==> src/rtl/fft_pkg.sv <==
// Shared types and address helpers for the radix-2 FFT sequencer.
// Helpers work on 32-bit values with the active width passed in as m.
package fft_pkg;

   typedef enum logic [1:0] {IDLE, COMPUTE, DONE} state_e;

   function automatic logic [31:0] bitrev(input logic [31:0] x, input int m);
      logic [31:0] r;
      r = '0;
      for (int k = 0; k < m; k++) r[k] = x[m-1-k];
      return r;
   endfunction

   // Left rotate within the low m bits; s must be below m.
   function automatic logic [31:0] rotl(input logic [31:0] x, input int s, input int m);
      logic [31:0] mask;
      logic [31:0] xm;
      mask = (32'd1 << m) - 32'd1;
      xm   = x & mask;
      return ((xm << s) | (xm >> (m - s))) & mask;
   endfunction

endpackage

==> src/rtl/fft_agu.sv <==
// Butterfly address generator: (level, butterfly) -> operand pair and twiddle.
// Operand pair is the adjacent pair (2j, 2j+1) rotated left by the level.
module fft_agu
   import fft_pkg::*;
#(
   parameter int M  = 5,
   parameter int IW = 3
) (
   input  logic [IW-1:0] lvl_i,
   input  logic [M-2:0]  bfly_i,
   output logic [M-1:0]  adr_a_o,
   output logic [M-1:0]  adr_b_o,
   output logic [M-2:0]  twiddle_o
);

   int          lvl_w;
   logic [31:0] even_w;

   assign lvl_w  = int'(lvl_i);
   assign even_w = 32'({bfly_i, 1'b0});

   assign adr_a_o = M'(rotl(even_w, lvl_w, M));
   assign adr_b_o = M'(rotl(even_w | 32'd1, lvl_w, M));

   // Twiddle stride halves each level: keep only the top (i) bits of j.
   assign twiddle_o = bfly_i & (M-1)'(~((32'd1 << (M - 1 - lvl_w)) - 32'd1));

endmodule

==> src/rtl/fft_sequencer.sv <==
// Load / compute / readback controller for a ping-pong in-place radix-2 FFT.
// Each compute level reads one RAM and writes the other; reads are asynchronous.
module fft_sequencer
   import fft_pkg::*;
#(
   parameter int M = 5
) (
   input  logic         clk,
   input  logic         reset,
   input  logic         start,
   input  logic         load,
   input  logic [M-1:0] rd_adr,
   output logic         done,
   output logic         rd_sel,
   output logic         we0,
   output logic         we1,
   output logic [M-1:0] adr0_a,
   output logic [M-1:0] adr0_b,
   output logic [M-1:0] adr1_a,
   output logic [M-1:0] adr1_b,
   output logic [M-2:0] twiddle_adr
);

   localparam int          IW      = (M > 1) ? $clog2(M) : 1;
   localparam logic [IW-1:0] I_LAST = IW'(M - 1);
   localparam logic [M-2:0]  J_LAST = '1;
   localparam logic          RES_SEL = (M % 2 == 1);

   state_e          state_q, state_d;
   logic [IW-1:0]   i_q, i_d;
   logic [M-2:0]    j_q, j_d;
   logic            done_q, done_d;

   logic [M-1:0]    rev_adr;
   logic [M-1:0]    agu_a, agu_b;
   logic [M-2:0]    agu_tw;

   assign rev_adr = M'(bitrev(32'(rd_adr), M));

   fft_agu #(.M(M), .IW(IW)) u_agu (
      .lvl_i     (i_q),
      .bfly_i    (j_q),
      .adr_a_o   (agu_a),
      .adr_b_o   (agu_b),
      .twiddle_o (agu_tw)
   );

   always_ff @(posedge clk) begin
      if (reset) begin
         state_q <= IDLE;
         i_q     <= '0;
         j_q     <= '0;
         done_q  <= 1'b0;
      end else begin
         state_q <= state_d;
         i_q     <= i_d;
         j_q     <= j_d;
         done_q  <= done_d;
      end
   end

   always_comb begin
      state_d = state_q;
      i_d     = i_q;
      j_d     = j_q;
      done_d  = done_q;
      case (state_q)
         IDLE: begin
            // Load wins over start so a late sample is never lost.
            if (start && !load) begin
               state_d = COMPUTE;
               i_d     = '0;
               j_d     = '0;
            end
         end
         COMPUTE: begin
            j_d = j_q + 1'b1;
            if (j_q == J_LAST) begin
               if (i_q == I_LAST) begin
                  state_d = DONE;
                  i_d     = '0;
               end else begin
                  i_d = i_q + 1'b1;
               end
            end
         end
         DONE:    done_d  = 1'b1;
         default: state_d = IDLE;
      endcase
   end

   always_comb begin
      done        = done_q;
      rd_sel      = 1'b0;
      we0         = 1'b0;
      we1         = 1'b0;
      adr0_a      = '0;
      adr0_b      = '0;
      adr1_a      = '0;
      adr1_b      = '0;
      twiddle_adr = '0;
      case (state_q)
         IDLE: begin
            adr0_a = rev_adr;
            adr0_b = rev_adr;
            we0    = load;
         end
         COMPUTE: begin
            adr0_a      = agu_a;
            adr0_b      = agu_b;
            adr1_a      = agu_a;
            adr1_b      = agu_b;
            twiddle_adr = agu_tw;
            // Odd levels read ram1 and write back into ram0.
            if (i_q[0]) begin
               rd_sel = 1'b1;
               we0    = 1'b1;
            end else begin
               we1    = 1'b1;
            end
         end
         DONE: begin
            rd_sel = RES_SEL;
            if (RES_SEL) adr1_a = rd_adr;
            else         adr0_a = rd_adr;
         end
         default: ;
      endcase
   end

endmodule
==> config.mk <==
export PLATFORM = sky130hd
export DESIGN_NAME = fft_sequencer
export DESIGN_NICKNAME = d
export VERILOG_FILES = /design/src/rtl/fft_pkg.sv /design/src/rtl/fft_agu.sv /design/src/rtl/fft_sequencer.sv
export SDC_FILE = /design/constraint.sdc
export NUM_CORES = 1
export LEC_CHECK = 0
export ABC_CLOCK_PERIOD_IN_PS = 6100
export CORE_UTILIZATION = 50
export CTS_CLUSTER_DIAMETER = 120
export CTS_CLUSTER_SIZE = 40
export DETAILED_ROUTE_END_ITERATION = 7
export GPL_TIMING_DRIVEN = 0
export MAX_ROUTING_LAYER = met4
export PLACE_DENSITY = 0.86
export SETUP_SLACK_MARGIN = 0.1
export SLEW_MARGIN = 5
export SYNTH_ARGS = -nofsm -noshare
export SYNTH_HDL_FRONTEND = slang
export SYNTH_SLANG_ARGS = --single-unit
==> constraint.sdc <==
create_clock -name clk -period 6.1 [get_ports clk]
set_clock_uncertainty 0.05 [all_clocks]
set_input_delay 1.525 -clock clk [delete_from_list [all_inputs] [get_ports clk]]
set_output_delay 1.525 -clock clk [all_outputs]
set_load 0.02 [all_outputs]
==> metrics <==
Slew HR=57.21%; DRT iter0 DRCs=73; Seq pwr share=21.0%; Post-CTS Setup Bufs=0; I/O pins=37; Hold/Removal Path Class=reg -> reg; share of the synthesized area in the top cell type=16.16%; Placed Area=1624 um2; Synth area leader=dfxtp_1; sw frac=44.02%; FF+latch area=200.2 um2; CTS tree=built; Comb power frac=61.6%; area grow syn2layout=34.04%; DR DRC count=0; Post-Route Setup TNS=0 ps; CTS Buf Count=3; # diodes=0; grt ovf=0; Clock transition at path regs=70 ps; Startpoint Class=flop; fin crit share=77.77%; worst-case hold path end point=done; layout cell share with drive strength beyond 1=5.093%; GP Congestion=0.9147; share of power burned in the clock network=17.4%; Initial Util=54.43%; endpoints failing hold=0; HPWL after DPL=2721 um; # hold bufs at CTS=0; Via Count=1438; CP Capture Type=primary output; yosys warns=0; worst hold start=done; reg2reg path depth=7; All-Layer GR Usage=29.24%; Crit Path Max Fanout=10; worst IR drop on VDD=0.2551 mV; Max Cap Viol=0; Die Ht=51.78 um; CTS max path bufs=2; Die Footprint=2681 um2; Pint=195.3 uW; Worst R2R End=i_q[0]; core box area=2276 um2; critical path type=reg -> out; post-route minimum period=4744 ps; ranking of synthesized cells by area=dfxtp_1 16%, ha_1 13%, nand2_1 8.2%, a21oi_1 6.5%, nand2b_1 5.1%; NumNets Final=239; r2r setup slk=3840 ps; outcome=completed; actual transition at the worst max-transition pin=636.0 ps; asr flop ratio synth=0%; pre-CTS setup slack=1645 ps; Chip Width=51.78 um; ys flop type=dfxtp_1; Hold WS=433.8 ps; H-tree level count=1; Yosys reg bits=10; clk_lat worst skew=270 ps; final core occ=72.95%; Post-synth EDFFs=0; vias per cell=5.893; Setup violations, final=0; post-synth net total=199; root buf cell=clkbuf_4; number of global-route vias before repair=1269; RSZ-0062 raised after global routing=false; Leak=0.6604 nW; Final WS setup=1356 ps; total power draw=348.9 uW; Cell Pwr Density=210.1 nW/um2; Critical Path AT=3170 ps; fillcell total=176; multi-input logic area=938.4 um2; IO Port Bufs=35; post-route cell area=1660 um2; WL final=3547 um; sequential fraction of the synthesis area=16.16%; first-pass GRT wire length=5706 um; Req. time, crit path=4530 ps; Hold Path Cell Cnt=2; dpl cells=240; CTS Sinks=10; RR Startpoint=i_q[0]; Fmax=210.8 MHz; syn_area_per_cell=6.998 um2; WL per Instance=14.54 um; max-slew violation count=0; row cnt=17; post-cts sizing count=0; largest net degree at the start of global routing=11; post-route antenna net violation count=0; Synth Cell Area=1239 um2; drt pass-1 iters=4; Psw=153.6 uW; Netlist cell types=42; Cells after Synth=177; fin cells=244; initial antenna violation count=0
power groups by stage:
stage               Combinational, mW  Clock (mW)  Sequential (mW)
floorplan                       0.134           0           0.0740
global placement                0.206           0           0.0746
detailed placement              0.212           0           0.0748
CTS                             0.213      0.0607           0.0733
global route                    0.231      0.0646           0.0740
finish                          0.215      0.0607           0.0734
Yosys cell counts, drive strengths merged (3+ instances only):
| cell | number |
|---|---|
| nand3b | 4 |
| a21oi | 16 |
| mux2i | 4 |
| nor2 | 13 |
| nand2b | 10 |
| nand2 | 27 |
| buf | 7 |
| clkbuf | 3 |
| a31oi | 3 |
| a21o | 3 |
| dfxtp | 10 |
| ha | 13 |
| and2 | 3 |
| inv | 10 |
| a22oi | 4 |
| nand3 | 11 |
| o21ai | 8 |
| and3 | 3 |
worst max-delay path by stage:
| stage | startpoint | end | slack, ps | depth (start not counted) |
|---|---|---|---|---|
| floorplan | i_q[1] | twiddle_adr[2] | 2440 | 8 |
| global placement | rd_adr[1] | adr1_a[1] | 1650 | 4 |
| detailed placement | rd_adr[1] | adr1_a[1] | 1640 | 4 |
| CTS | i_q[0] | twiddle_adr[2] | 1390 | 9 |
| global route | i_q[1] | adr1_a[3] | 1140 | 7 |
| finish | i_q[0] | twiddle_adr[2] | 1360 | 9 |
cell type report:
cell class | instances | share of cell area, %
clock buffers | 4 | 2.185
well taps | 28 | 2.110
inverters | 11 | 2.487
multi-input cells | 146 | 56.52
repair buffers | 35 | 21.10
plain buffers | 10 | 3.542
flip-flops and latches | 10 | 12.06
layer usage:
metal	vias up	wire length, um	track usage [%]
met3	2	195	5.556
met1	666	1669	36.36
met2	58	1675	50.00
met5	-	0	-
li1	712	-	-
met4	0	7	4.505
kinds of logic (layout without fill, tap and decap cells):
logic type,after synthesis,after routing,synth area share [%]
XOR/XNOR,1,1,0.7072
flip-flops,10,10,16.16
multiplexers,5,5,5.354
buffers and inverters,21,60,8.081
AO/OA/AOI/OAI,50,50,26.26
adder cells (fa/ha/maj),13,13,13.13
AND/OR/NAND/NOR,77,77,30.30
sequential cells by signal, summed over array words and instances (netlist names):
name	flops
i_q	3
j_q	4
state_q	2
done	1
placed cells by master, fill, tap and decap left out, drive strengths merged, types with 4 or more instances in the layout:
cell and n:
a22oi 4, ha 13, o21ai 8, buf 7, nand2 27, mux2i 4
nor2 13, clkdlybuf4s50 35, dfxtp 10, a21oi 16, inv 10, nand3b 4
nand3 11, clkbuf 7, nand2b 10
worst max-delay path, stage by stage, from the launching register on:
cell and delay (ps):
dfxtp_1 410, buf_2 240, clkinv_1 310, ha_1 340
ha_1 350, nand3b_1 100, ha_1 220, xnor2_1 150
and3_1 160, clkdlybuf4s50_1 590
(Power assumes the default switching activity.)
